<file path="src/rtl/moving_average_pkg.sv">
// rtl/moving_average_pkg.sv - shared constants and helpers for the moving-average sequencer
package moving_average_pkg;

  localparam int DATA_W_DEF    = 10;
  localparam int DIV_W_DEF     = 8;
  localparam int MAX_POWER_DEF = 4;

  localparam logic [1:0] ST_IDLE   = 2'd0;
  localparam logic [1:0] ST_FLUSH  = 2'd1;
  localparam logic [1:0] ST_WARMUP = 2'd2;
  localparam logic [1:0] ST_RUN    = 2'd3;

  // Window length for a select code: 2, 4, 8 or 16 samples.
  function automatic logic [MAX_POWER_DEF:0] win_len(input logic [1:0] sel);
    logic [MAX_POWER_DEF:0] one;
    logic [2:0]             shamt;
    one   = 1;
    shamt = {1'b0, sel} + 3'd1;
    return one << shamt;
  endfunction

endpackage

</file>
<file path="src/rtl/moving_average_strobe_div.sv">
// rtl/moving_average_strobe_div.sv - sample strobe source: delayed external strobe or programmable divider
module moving_average_strobe_div
  import moving_average_pkg::*;
#(
  parameter int DIV_W = DIV_W_DEF
) (
  input  logic             clk,
  input  logic             rst_n,
  input  logic             gen_en,
  input  logic             mode_i,
  input  logic             strobe_ext_i,
  input  logic [DIV_W-1:0] div_i,
  output logic             filt_strobe_o
);

  logic [DIV_W-1:0] div_cnt;
  logic             mode_q;

  // A mode switch spends one cycle clearing the counter before the new source drives the strobe.
  always_ff @(posedge clk or negedge rst_n) begin
    if (!rst_n) begin
      div_cnt       <= '0;
      mode_q        <= 1'b0;
      filt_strobe_o <= 1'b0;
    end else begin
      mode_q        <= mode_i;
      filt_strobe_o <= 1'b0;
      if (!gen_en || (mode_i != mode_q)) begin
        div_cnt <= '0;
      end else if (!mode_i) begin
        filt_strobe_o <= strobe_ext_i;
        div_cnt       <= '0;
      end else if (div_cnt >= div_i) begin
        filt_strobe_o <= 1'b1;
        div_cnt       <= '0;
      end else begin
        div_cnt <= div_cnt + 1'b1;
      end
    end
  end

endmodule

</file>
<file path="src/rtl/moving_average_controller.sv">
// rtl/moving_average_controller.sv - filter-bank sequencer: select commit, flush, warm-up gating, output register
module moving_average_controller
  import moving_average_pkg::*;
#(
  parameter int DATA_W    = DATA_W_DEF,
  parameter int DIV_W     = DIV_W_DEF,
  parameter int MAX_POWER = MAX_POWER_DEF
) (
  input  logic              clk,
  input  logic              rst_n,
  input  logic              ena,
  input  logic              mode_i,
  input  logic              strobe_ext_i,
  input  logic [DIV_W-1:0]  div_i,
  input  logic [1:0]        sel_i,
  input  logic              ret_strobe_i,
  input  logic [DATA_W-1:0] ret_data_i,
  output logic              filt_strobe_o,
  output logic              flush_o,
  output logic [1:0]        sel_o,
  output logic              warm_o,
  output logic              valid_o,
  output logic [DATA_W-1:0] data_o
);

  logic [1:0]           state;
  logic [MAX_POWER:0]   warm_cnt;
  logic [MAX_POWER:0]   warm_nxt;
  logic                 active;
  logic                 sel_chg;
  logic                 gen_en;

  assign active   = (state == ST_WARMUP) || (state == ST_RUN);
  assign sel_chg  = active && (sel_i != sel_o);
  assign gen_en   = ena && active && !sel_chg;
  assign flush_o  = (state == ST_FLUSH);
  assign warm_o   = (state == ST_WARMUP);
  assign warm_nxt = warm_cnt + (MAX_POWER+1)'(1);

  moving_average_strobe_div #(
    .DIV_W (DIV_W)
  ) u_strobe_div (
    .clk           (clk),
    .rst_n         (rst_n),
    .gen_en        (gen_en),
    .mode_i        (mode_i),
    .strobe_ext_i  (strobe_ext_i),
    .div_i         (div_i),
    .filt_strobe_o (filt_strobe_o)
  );

  // Priority: disable, then select change, then returned sample.
  always_ff @(posedge clk or negedge rst_n) begin
    if (!rst_n) begin
      state    <= ST_IDLE;
      sel_o    <= 2'd0;
      warm_cnt <= '0;
      valid_o  <= 1'b0;
      data_o   <= '0;
    end else begin
      valid_o <= 1'b0;
      if (!ena) begin
        state    <= ST_IDLE;
        warm_cnt <= '0;
      end else begin
        case (state)
          ST_IDLE: begin
            state <= ST_FLUSH;
            sel_o <= sel_i;
          end
          ST_FLUSH: begin
            warm_cnt <= '0;
            state    <= ST_WARMUP;
          end
          ST_WARMUP: begin
            if (sel_chg) begin
              state <= ST_FLUSH;
              sel_o <= sel_i;
            end else if (ret_strobe_i) begin
              warm_cnt <= warm_nxt;
              if (warm_nxt == win_len(sel_o)) state <= ST_RUN;
            end
          end
          ST_RUN: begin
            if (sel_chg) begin
              state <= ST_FLUSH;
              sel_o <= sel_i;
            end else if (ret_strobe_i) begin
              valid_o <= 1'b1;
              data_o  <= ret_data_i;
            end
          end
          default: state <= ST_IDLE;
        endcase
      end
    end
  end

endmodule

</file>
<file path="config.mk">
export PLATFORM = sky130hd
export DESIGN_NAME = moving_average_controller
export DESIGN_NICKNAME = d
export VERILOG_FILES = /design/src/rtl/moving_average_pkg.sv /design/src/rtl/moving_average_strobe_div.sv /design/src/rtl/moving_average_controller.sv
export SDC_FILE = /design/constraint.sdc
export NUM_CORES = 1
export LEC_CHECK = 0
export BUFFER_PORTS_ARGS = -buffer_cell sky130_fd_sc_hd__buf_2
export CAP_MARGIN = 10
export CORE_ASPECT_RATIO = 0.7
export CORE_MARGIN = 10
export CORE_UTILIZATION = 35
export DETAILED_ROUTE_END_ITERATION = 8
export MAX_ROUTING_LAYER = met4
export PLACE_DENSITY = 0.61
export SLEW_MARGIN = 15
export SYNTH_ARGS = -nofsm -noshare
export SYNTH_HDL_FRONTEND = slang
export SYNTH_HIERARCHICAL = 1
export SYNTH_SLANG_ARGS = --single-unit
</file>
<file path="constraint.sdc">
create_clock -name clk -period 1.76 [get_ports clk]
set_input_delay 0.352 -clock clk [delete_from_list [all_inputs] [get_ports clk]]
set_output_delay 0.352 -clock clk [all_outputs]
set_load 0.1 [all_outputs]
</file>
==> summary.json <==
{
  "finalSetupTns_ns": 0,
  "clk_latency_ns": 0.28,
  "worstSetupPathType": "flop to flop",
  "gp_congestion": 0.845,
  "grt_use_total_pct": 10.7,
  "post_synth_num_cell_types": 37,
  "multiInputGateArea_um2": 955,
  "final-setup-viol-count": 0,
  "mappedNetlistNets": 195,
  "place_ws_ns": 0.00506,
  "reg2reg_depth": 6,
  "finalNetCount": 256,
  "max_freq_mhz": 575,
  "clock_tree_from_tritoncts": "done",
  "cp.arrival_ns": 1.95,
  "ys.warnings.count": 6,
  "leakage_nw": 1.15,
  "synth_area_um2": 1670,
  "finalClockSkew_ns": 0.00252,
  "die_height_um": 77.8,
  "final-seq-area_um2": 758,
  "gr-usage-met3_pct": 4.25,
  "synthCells": 156,
  "actual_transition_at_the_worst_max_transition_pin_ns": 0.537,
  "crit_start": "warm_cnt[4]",
  "endpoint_kind": "flop",
  "route.detailed.vias_per_inst": 4.80,
  "pin_count_of_the_biggest_net_entering_global_routing": 23,
  "detail_route.first_pass.iterations": 4,
  "timing.critical_path.fanout_max": 2,
  "post-route-period-util_pct": 98.9,
  "drt_wl_total_mm": 3.91,
  "wp_data_required_ns": 1.97,
  "finalInstanceArea_um2": 2300,
  "regToRegStartpoint": "warm_cnt[4]",
  "grt.met1_usage_pct": 15.2,
  "final.setup.worst_slack_ns": 0.0198,
  "fp.dieArea_um2": 7990,
  "area_growth_syn_to_layout_pct": 37.3,
  "status": "complete, no violations",
  "post-route-util_pct": 51.3,
  "grt_use_met2_pct": 13.2,
  "via_count_of_the_first_global_routing_pass": 1348,
  "post_synth_top_area_share_pct": 44.9,
  "clock-sinks": 30,
  "clockRootBuffer": "sky130_fd_sc_hd__clkbuf_8",
  "filler_cell_count": 425,
  "dp_hpwl_mm": 2.94,
  "placed_area_um2": 2110,
  "max-vdd-ir-drop_mv": 0.390,
  "grt_setup_unrepaired": "yes",
  "row_count": 20,
  "floorplan.initialDensity_pct": 37.3,
  "pwr_density_cell_nw_per_um2": 774,
  "ant_nets": 0,
  "cts_made_buffers": 5,
  "clkTransAtPathRegs_ns": 0.07,
  "insertedDiodeCount": 0,
  "placeableCoreArea_um2": 4480,
  "yosys.area.top_type": "sky130_fd_sc_hd__dfrtp_1",
  "synth_seq_cells": 30,
  "hold_vio_cnt_final": 0,
  "crit_path_start_kind": "flop",
  "maxSlewViolCount": 0,
  "first_pass_grt_wire_length_mm": 6.60,
  "synth_seq_area_share_pct": 44.9,
  "postSynthAreaPerCell_um2": 10.7,
  "ctsHtreeMaxLevel": 2,
  "vias": 1310,
  "timing.max_cap.violations": 0,
  "post_layout_instance_count_excluding_filler_cells": 273,
  "num_io_pins": 42,
  "final_period_minus_worst_setup_slack_ns": 1.74,
  "hp-class": "input port to async pin",
  "post_route_cells_drive_above_1_share_pct": 44.0,
  "post_drt_wl_per_cell_um": 14.3,
  "synth.area.top_cells": "sky130_fd_sc_hd__dfrtp_1 (45%), sky130_fd_sc_hd__ha_1 (9.7%), sky130_fd_sc_hd__mux2_2 (7.4%)",
  "grt_antenna_before_repair": 0,
  "initialDrtViolationCount": 63,
  "die-width_um": 103,
  "max-slew-margin-rel_pct": 64.2,
  "placedCellCount": 264,
  "drcViolationCount": 0,
  "global_route.peak_usage_layer": "met1",
  "port_buffers": 41,
  "cts_max_path_buffers": 2,
  "global_route.overflow_total": 0
}
[layer usage]
layer	share of wire [%]	wire length [um]
met4	0.54	21
met1	52	2050
met5	0	0
met3	7.0	274
met2	40	1570
[flip-flops by register name (all words and copies together) (netlist names)]
signal / flops
warm_cnt: 5
state: 2
u_strobe_div/div_cnt: 8
valid_o: 1
u_strobe_div/filt_strobe_o: 1
sel_o: 2
data_o: 10
u_strobe_div/mode_q: 1
[power by group]
group | leakage (nW) | switching [mW] | internal (mW)
Combinational | 0.698 | 0.312 | 0.132
Sequential | 0.408 | 0.0258 | 0.723
Clock | 0.0472 | 0.271 | 0.314
[final cells by class]
type | instances | share of cell area [%]
clock buffer | 6 | 3.59
multi-input combinational | 109 | 41.6
sequential | 30 | 33.0
timing repair buffer | 57 | 16.0
clock inverter | 2 | 0.545
tap | 55 | 3.00
inverter | 14 | 2.29
[worst max-delay path, cell delays in order, from the launching register on]
cell and delay (ns):
sky130_fd_sc_hd__dfrtp_1 0.41, sky130_fd_sc_hd__xnor2_2 0.21, sky130_fd_sc_hd__mux2_1 0.36, sky130_fd_sc_hd__a21oi_2 0.15
sky130_fd_sc_hd__nor3_2 0.06, sky130_fd_sc_hd__nor3b_2 0.27, sky130_fd_sc_hd__mux2i_1 0.21
[through the flow]
step           hold slack, ns  total power, mW
3_5_place_dp            0.367             1.18
5_1_grt                0.0851             1.87
4_1_cts                0.0587             1.79
3_3_place_gp            0.368             1.18
2_1_floorplan          0.0564             1.06
6_report               0.0505             1.78
[cell usage after synthesis (all sizes together)]
master,count
and3b,1
inv,14
nand4b,1
nor4,1
nand2b,2
nor3b,1
or3b,1
nand2,8
nand4,1
a211o,1
xnor2,3
and4,1
buf,3
mux2,13
xor2,10
o21ai,9
a21oi,4
or3,1
and2,1
o41ai,1
nand3,7
o211ai,1
o31ai,1
ha,13
a32o,1
nor3,3
and3,3
dfrtp,30
o211a,1
a31oi,3
mux2i,2
nor2,13
o21a,1
[worst paths after layout]
kind	slack, ns	end
setup reg to reg	0.02	state[0]
min in group clk	0.21	u_strobe_div/mode_q
setup / recovery	0.02	state[0]
hold reg to reg	0.50	data_o[5]
max in group asynchronous	1.17	data_o[0]
hold / removal	0.05	state[1]
[layout by cell type, fill, tap and decap left out, types with 7 or more instances in the layout]
master	Yosys	routed
sky130_fd_sc_hd__buf_2	1	39
sky130_fd_sc_hd__dfrtp_1	30	28
sky130_fd_sc_hd__buf_4	2	15
sky130_fd_sc_hd__inv_1	14	14
sky130_fd_sc_hd__nor2_1	13	12
sky130_fd_sc_hd__xor2_1	10	10
sky130_fd_sc_hd__ha_1	13	9
sky130_fd_sc_hd__mux2_4	0	8
sky130_fd_sc_hd__o21ai_0	8	8
sky130_fd_sc_hd__nand2_1	8	8
sky130_fd_sc_hd__nand3_1	7	7
[timing repair]
| action | in CTS | in global routing |
|---|---|---|
| gates resized for setup | 2 | 16 |
| pin swaps | 1 | 6 |
| setup endpoints to repair | 2 | 20 |
| hold buffers | 0 | 0 |
| buffers inserted | 0 | 1 |
[kinds of logic after synthesis]
kind of cell	Yosys count	synth area share [%]
AO/OA/AOI/OAI	23	10.1
buffers and inverters	17	4.34
multiplexers	15	9.95
AND/OR/NAND/NOR	45	14.2
adder cells (fa/ha/maj)	13	9.72
XOR/XNOR	13	6.81
flip-flops	30	44.9
Note: power is estimated with default switching activity, not from simulation.
